--- config.mk ---
export PLATFORM = sky130hd
export DESIGN_NAME = instr_fetch
export DESIGN_NICKNAME = d
export VERILOG_FILES = /design/src/rtl/instr_fetch_pkg.sv /design/src/rtl/instr_fetch_npc.sv /design/src/rtl/instr_fetch.sv
export SDC_FILE = /design/constraint.sdc
export NUM_CORES = 1
export LEC_CHECK = 0
export ABC_AREA = 0
export BUFFER_PORTS_ARGS = -buffer_cell sky130_fd_sc_hd__clkbuf_2
export CAP_MARGIN = 0
export CORE_UTILIZATION = 31
export DETAILED_ROUTE_END_ITERATION = 7
export SYNTH_ARGS = -nofsm -noshare
export SYNTH_HDL_FRONTEND = slang
export SYNTH_HIERARCHICAL = 1
export SYNTH_SLANG_ARGS = --single-unit
export TNS_END_PERCENT = 20
--- constraint.sdc ---
create_clock -name clk -period 4.15 [get_ports clk]
set_input_delay 0.415 -clock clk [delete_from_list [all_inputs] [get_ports clk]]
set_output_delay 0.415 -clock clk [all_outputs]
set_load 0.01 [all_outputs]
--- src/rtl/instr_fetch_pkg.sv ---
// Shared fetch/decode definitions: FSM encodings, reset vector and IR field positions.
package instr_fetch_pkg;

  typedef enum logic [1:0] {
    FETCH = 2'd0,
    HOLD  = 2'd1,
    HALT  = 2'd2
  } if_state_t;

  localparam logic [31:0] RESET_PC_DEFAULT = 32'h0000_3000;

  // Instruction field bit positions, shared with the control decoder
  localparam int unsigned OPCODE_MSB = 31;
  localparam int unsigned OPCODE_LSB = 26;
  localparam int unsigned FUNCT_MSB  = 5;
  localparam int unsigned FUNCT_LSB  = 0;
  localparam int unsigned TARGET_MSB = 25;
  localparam int unsigned TARGET_LSB = 0;
  localparam int unsigned IMM_MSB    = 15;
  localparam int unsigned IMM_LSB    = 0;

endpackage

--- src/rtl/instr_fetch_npc.sv ---
// Next-PC selection: jump target, taken-branch target, or sequential pc+4.
module instr_fetch_npc
  import instr_fetch_pkg::*;
(
  input  logic [31:0] pc_plus4,
  input  logic [25:0] target,
  input  logic [15:0] imm,
  input  logic        jump,
  input  logic        branch,
  input  logic        zero,
  output logic [31:0] next_pc
);

  logic [31:0] boff;

  // Jump wins over branch; branch offset is sign-extended word offset, wraps at 32 bits
  always_comb begin
    boff    = {{14{imm[IMM_MSB - IMM_LSB]}}, imm, 2'b00};
    next_pc = pc_plus4;
    if (jump) begin
      next_pc = {pc_plus4[31:28], target[TARGET_MSB - TARGET_LSB:0], 2'b00};
    end else if (branch && zero) begin
      next_pc = pc_plus4 + boff;
    end
  end

endmodule

--- src/rtl/instr_fetch.sv ---
// Instruction fetch unit: PC, instruction register, fetch handshake FSM with ack timeout.
module instr_fetch
  import instr_fetch_pkg::*;
#(
  parameter logic [31:0] RESET_PC = RESET_PC_DEFAULT,
  parameter int unsigned TIMEOUT  = 16
) (
  input  logic        clk,
  input  logic        rst_n,
  output logic        imem_req,
  output logic [31:0] imem_addr,
  input  logic        imem_ack,
  input  logic [31:0] imem_rdata,
  output logic [31:0] instr,
  output logic [5:0]  OpCode,
  output logic [5:0]  funct,
  output logic        instr_valid,
  input  logic        instr_ready,
  input  logic        jump,
  input  logic        Branch,
  input  logic        zero,
  output logic [31:0] pc,
  output logic [31:0] pc_plus4,
  output logic        fault
);

  localparam int unsigned CW = (TIMEOUT > 1) ? $clog2(TIMEOUT) : 1;
  localparam logic [CW-1:0] TMAX = CW'(TIMEOUT - 1);

  if_state_t   state;
  logic [31:0] ir;
  logic [CW-1:0] wcnt;
  logic [31:0] next_pc;

  assign instr     = ir;
  assign OpCode    = ir[OPCODE_MSB:OPCODE_LSB];
  assign funct     = ir[FUNCT_MSB:FUNCT_LSB];
  assign imem_addr = pc;
  assign pc_plus4  = pc + 32'd4;

  instr_fetch_npc u_npc (
    .pc_plus4 (pc_plus4),
    .target   (ir[TARGET_MSB:TARGET_LSB]),
    .imm      (ir[IMM_MSB:IMM_LSB]),
    .jump     (jump),
    .branch   (Branch),
    .zero     (zero),
    .next_pc  (next_pc)
  );

  // Fetch FSM with registered request/valid outputs.
  // Out of reset the state is FETCH with imem_req low; the first edge raises the
  // request, so ack is only honoured once the request is actually visible.
  always_ff @(posedge clk or negedge rst_n) begin
    if (!rst_n) begin
      state       <= FETCH;
      pc          <= RESET_PC;
      ir          <= '0;
      wcnt        <= '0;
      fault       <= 1'b0;
      imem_req    <= 1'b0;
      instr_valid <= 1'b0;
    end else begin
      unique case (state)
        FETCH: begin
          if (!imem_req) begin
            imem_req <= 1'b1;
            wcnt     <= '0;
          end else if (imem_ack) begin
            ir          <= imem_rdata;
            wcnt        <= '0;
            imem_req    <= 1'b0;
            instr_valid <= 1'b1;
            state       <= HOLD;
          end else if (wcnt == TMAX) begin
            fault    <= 1'b1;
            imem_req <= 1'b0;
            state    <= HALT;
          end else begin
            wcnt <= wcnt + CW'(1);
          end
        end
        HOLD: begin
          if (instr_ready) begin
            instr_valid <= 1'b0;
            if (next_pc[1:0] != 2'b00) begin
              fault <= 1'b1;
              state <= HALT;
            end else begin
              pc       <= next_pc;
              imem_req <= 1'b1;
              wcnt     <= '0;
              state    <= FETCH;
            end
          end
        end
        HALT: begin
        end
        default: begin
          imem_req    <= 1'b0;
          instr_valid <= 1'b0;
          state       <= HALT;
        end
      endcase
    end
  end

endmodule

==> results.toml <==
[run_status]
run_status = "finished clean"

[die]
io_pins = 182
num_rows = 50
core-area_sq_um = 18800
die_h_um = 141
dieArea_sq_um = 19800
start_util = 0.318
die_width_um = 141

[routing]
drt_iter0_markers = 258
wl_per_cell_um = 17.4
drt_wl_total_um = 17800
num_vias = 5346
antenna_left = 0
via_per_inst = 5.21
first_pass_iters = 5
drt_drc_violations_left = 0

[yosys]
synth_edf_count = 0
synthSimpleGateAreaFrac = 0.167
netlist_area_sq_um = 5970
synth_top_family_by_area = "simple AND/OR/NAND/NOR gates"
synthCells = 652
synth_compound_area_frac = 0.158
synth-seq-area-share = 0.306
synthAdderAreaFrac = 0.0683
async_flop_share = 1.00
synth_nets = 723
yosys_warnings = 6
synthMuxAreaShare = 0.136
synth-seq-cells = 73
yosys.area_share.xor_xnor = 0.0734
syn_area_per_cell_sq_um = 9.16
synthFlopType = "dfrtp_1"
yosysUniqueCellTypes = 72

[worst_setup_path]
crit_path_end_kind = "flip-flop"
crit_fanout = 10
cp.required_ps = 4390
cp-start-kind = "flip-flop"
critical_path_class = "flip-flop to flip-flop"
arrival_ps = 4140

[pwr]
pwr-share-clk = 0.476
sw_frac_of_total = 0.274
ir_worst_vdd_uv = 160
seq_power_share = 0.426
leakage_nw = 3.64
p_switching_uw = 483
p_comb_frac = 0.097
p_int_mw = 1.28
p_per_area_nw_per_um2 = 245

[global_route]
gr-total-overflow = 0
grt_max_degree = 74
grtUsageTotal = 0.183
antenna_found_initial = 0
grt_pass1_vias = 5169
grt_pass1_wl_um = 28300

[sta]
fmax_mhz = 257
fin_crit_ps = 3900
min_period_over_period = 0.939
hold_violations = 0
fin_worst_skew_ps = 6.03
rsz0062_at_grt = "false"
finalSetupTns_ps = 0
finalSetupViolations = 0
maxSlewHeadroom = 0.360
drv_slew = 0
tightest_slew_ps = 960

[cells_and_area]
area_growth_pct = 20.6
final_common_cell = "clkbuf_2"
drive_gt1_frac = 0.400
final_area_sq_um = 7200
nFillCells = 1915
num_antenna_cells = 0
nets = 859
most-common-layout-cells = "clkbuf_2, dfrtp_1, mux2_2"

[hold_path]
hp-class = "input pin to asynchronous set/reset pin"

[place]
place_area_sq_um = 6850
portBuffers = 181
globalplace.congestion = 0.942
hpwl_um = 13400

[cts]
cts_tree = "yes"
cts_hold_buf = 0
cts_buffer_depth = 2
path_clk_slew_ps = 70
cts_sinks = 73
cts_made_buffers = 9
clk_latency_ps = 350
h-tree-depth = 3
clockRootBuffer = "clkbuf_16"

[job]
drv_cap = 0
-- kinds of logic (layout without fill, tap and decap cells) --
logic type,after synthesis,after routing
AOI/OAI and AO/OA,144,144
and+or+nand+nor,185,185
DFF,73,73
xor gates and xnor gates,50,50
adders and majority gates,32,32
muxes,73,73
buffers and inverters,95,236
-- area by class of cell --
type / instances / area [sq um] / area share
multi-input cells: 484 / 3630 / 0.505
well taps: 234 / 293 / 0.0407
repair buffers: 201 / 1060 / 0.147
clock inverters: 7 / 87.6 / 0.0122
clock buffers: 9 / 225 / 0.0313
inverters: 19 / 71.3 / 0.00991
flip-flops and latches: 73 / 1830 / 0.254
-- power groups by stage --
stage               Sequential [mW]  Clock (mW)  Combinational, mW
detailed placement            0.764           0              0.172
floorplan                     0.763           0             0.0973
finish                        0.750       0.839              0.171
global placement              0.764           0              0.171
CTS                           0.750       0.866              0.172
global route                  0.753       0.894              0.191
-- repair_timing --
item	4_1_cts	5_1_grt
setup endpoints to repair	0	5
resized for setup	0	8
setup buffers	0	1
-- stage by stage --
stage / util / setup WS, ps / hold WS, ps / total power, mW / cells
floorplan: - / 405 / 119 / 0.861 / 652
global placement: 0.365 / 271 / 468 / 0.935 / 1010
detailed placement: 0.365 / 256 / 466 / 0.935 / 1010
CTS: 0.382 / 235 / 263 / 1.79 / 1026
global route: 0.384 / 30.0 / 281 / 1.84 / 1027
finish: 0.384 / 253 / 206 / 1.76 / 1027
-- path summary, 6_finish.rpt --
check,endpoint,cells after the start,slack (ps),startpoint
min in group clk,instr[3]$_DFFE_PN0P_,2,290,imem_rdata[3]
setup reg to reg,imem_addr[27]$_DFFE_PN0P_,15,250,imem_addr[3]$_DFFE_PN0P_
setup / recovery,imem_addr[27]$_DFFE_PN0P_,15,250,imem_addr[3]$_DFFE_PN0P_
max in group asynchronous,imem_addr[2]$_DFFE_PN0P_,1,3270,rst_n
hold / removal,imem_req$_DFFE_PN0P_,1,210,rst_n
hold reg to reg,fault$_DFFE_PN0P_,1,490,fault$_DFFE_PN0P_
-- synth_stat cells, drive strengths merged, types with 3 or more instances --
cell	n	area [sq um]
dfrtp	71	1780
mux2	65	732
nand2	64	240
buf	59	408
o21ai	45	236
a21oi	43	238
ha	31	388
xnor2	27	236
nor2	26	97.6
xor2	23	201
inv	19	71.3
clkbuf	17	65.1
nor3	16	80.1
nand3	12	65.1
nor2b	12	75.1
a21o	11	82.6
nand4	10	81.3
and3	8	50.1
mux2i	8	80.1
o21bai	8	60.1
nor4	7	71.3
a211oi	5	42.5
and2	5	31.3
a31oi	4	25.0
and3b	4	35.0
nor3b	4	30.0
and4	3	28.8
nand2b	3	18.8
o21a	3	22.5
o221ai	3	26.3
o31ai	3	22.5
or2	3	18.8
-- flip-flops by register name, summed over array words and instances, names as in the netlist --
signal       flops
imem_req         1
wcnt             4
instr_valid      1
fault            1
state            2
imem_addr       32
instr           32
-- routing by layer --
| layer | track usage | routed length (um) | vias to the layer above |
|---|---|---|---|
| met5 | 0 | 0 | - |
| met4 | 0.0864 | 563 | 0 |
| met3 | 0.0346 | 948 | 35 |
| met2 | 0.284 | 8040 | 185 |
| met1 | 0.246 | 8270 | 2567 |
| li1 | - | - | 2559 |
-- critical path, stage by stage, from the launching register on --
cell	delay (ps)
dfrtp_1	440
ha_1	210
and3_1	290
nand4_2	170
buf_4	220
nor3_1	190
xor2_1	280
ha_2	400
a21oi_1	230
o21ai_0	180
nor2_1	220
a21oi_4	110
a31oi_1	230
xor2_1	190
o221ai_1	130
mux2_2	300
(Power assumes the default switching activity.)
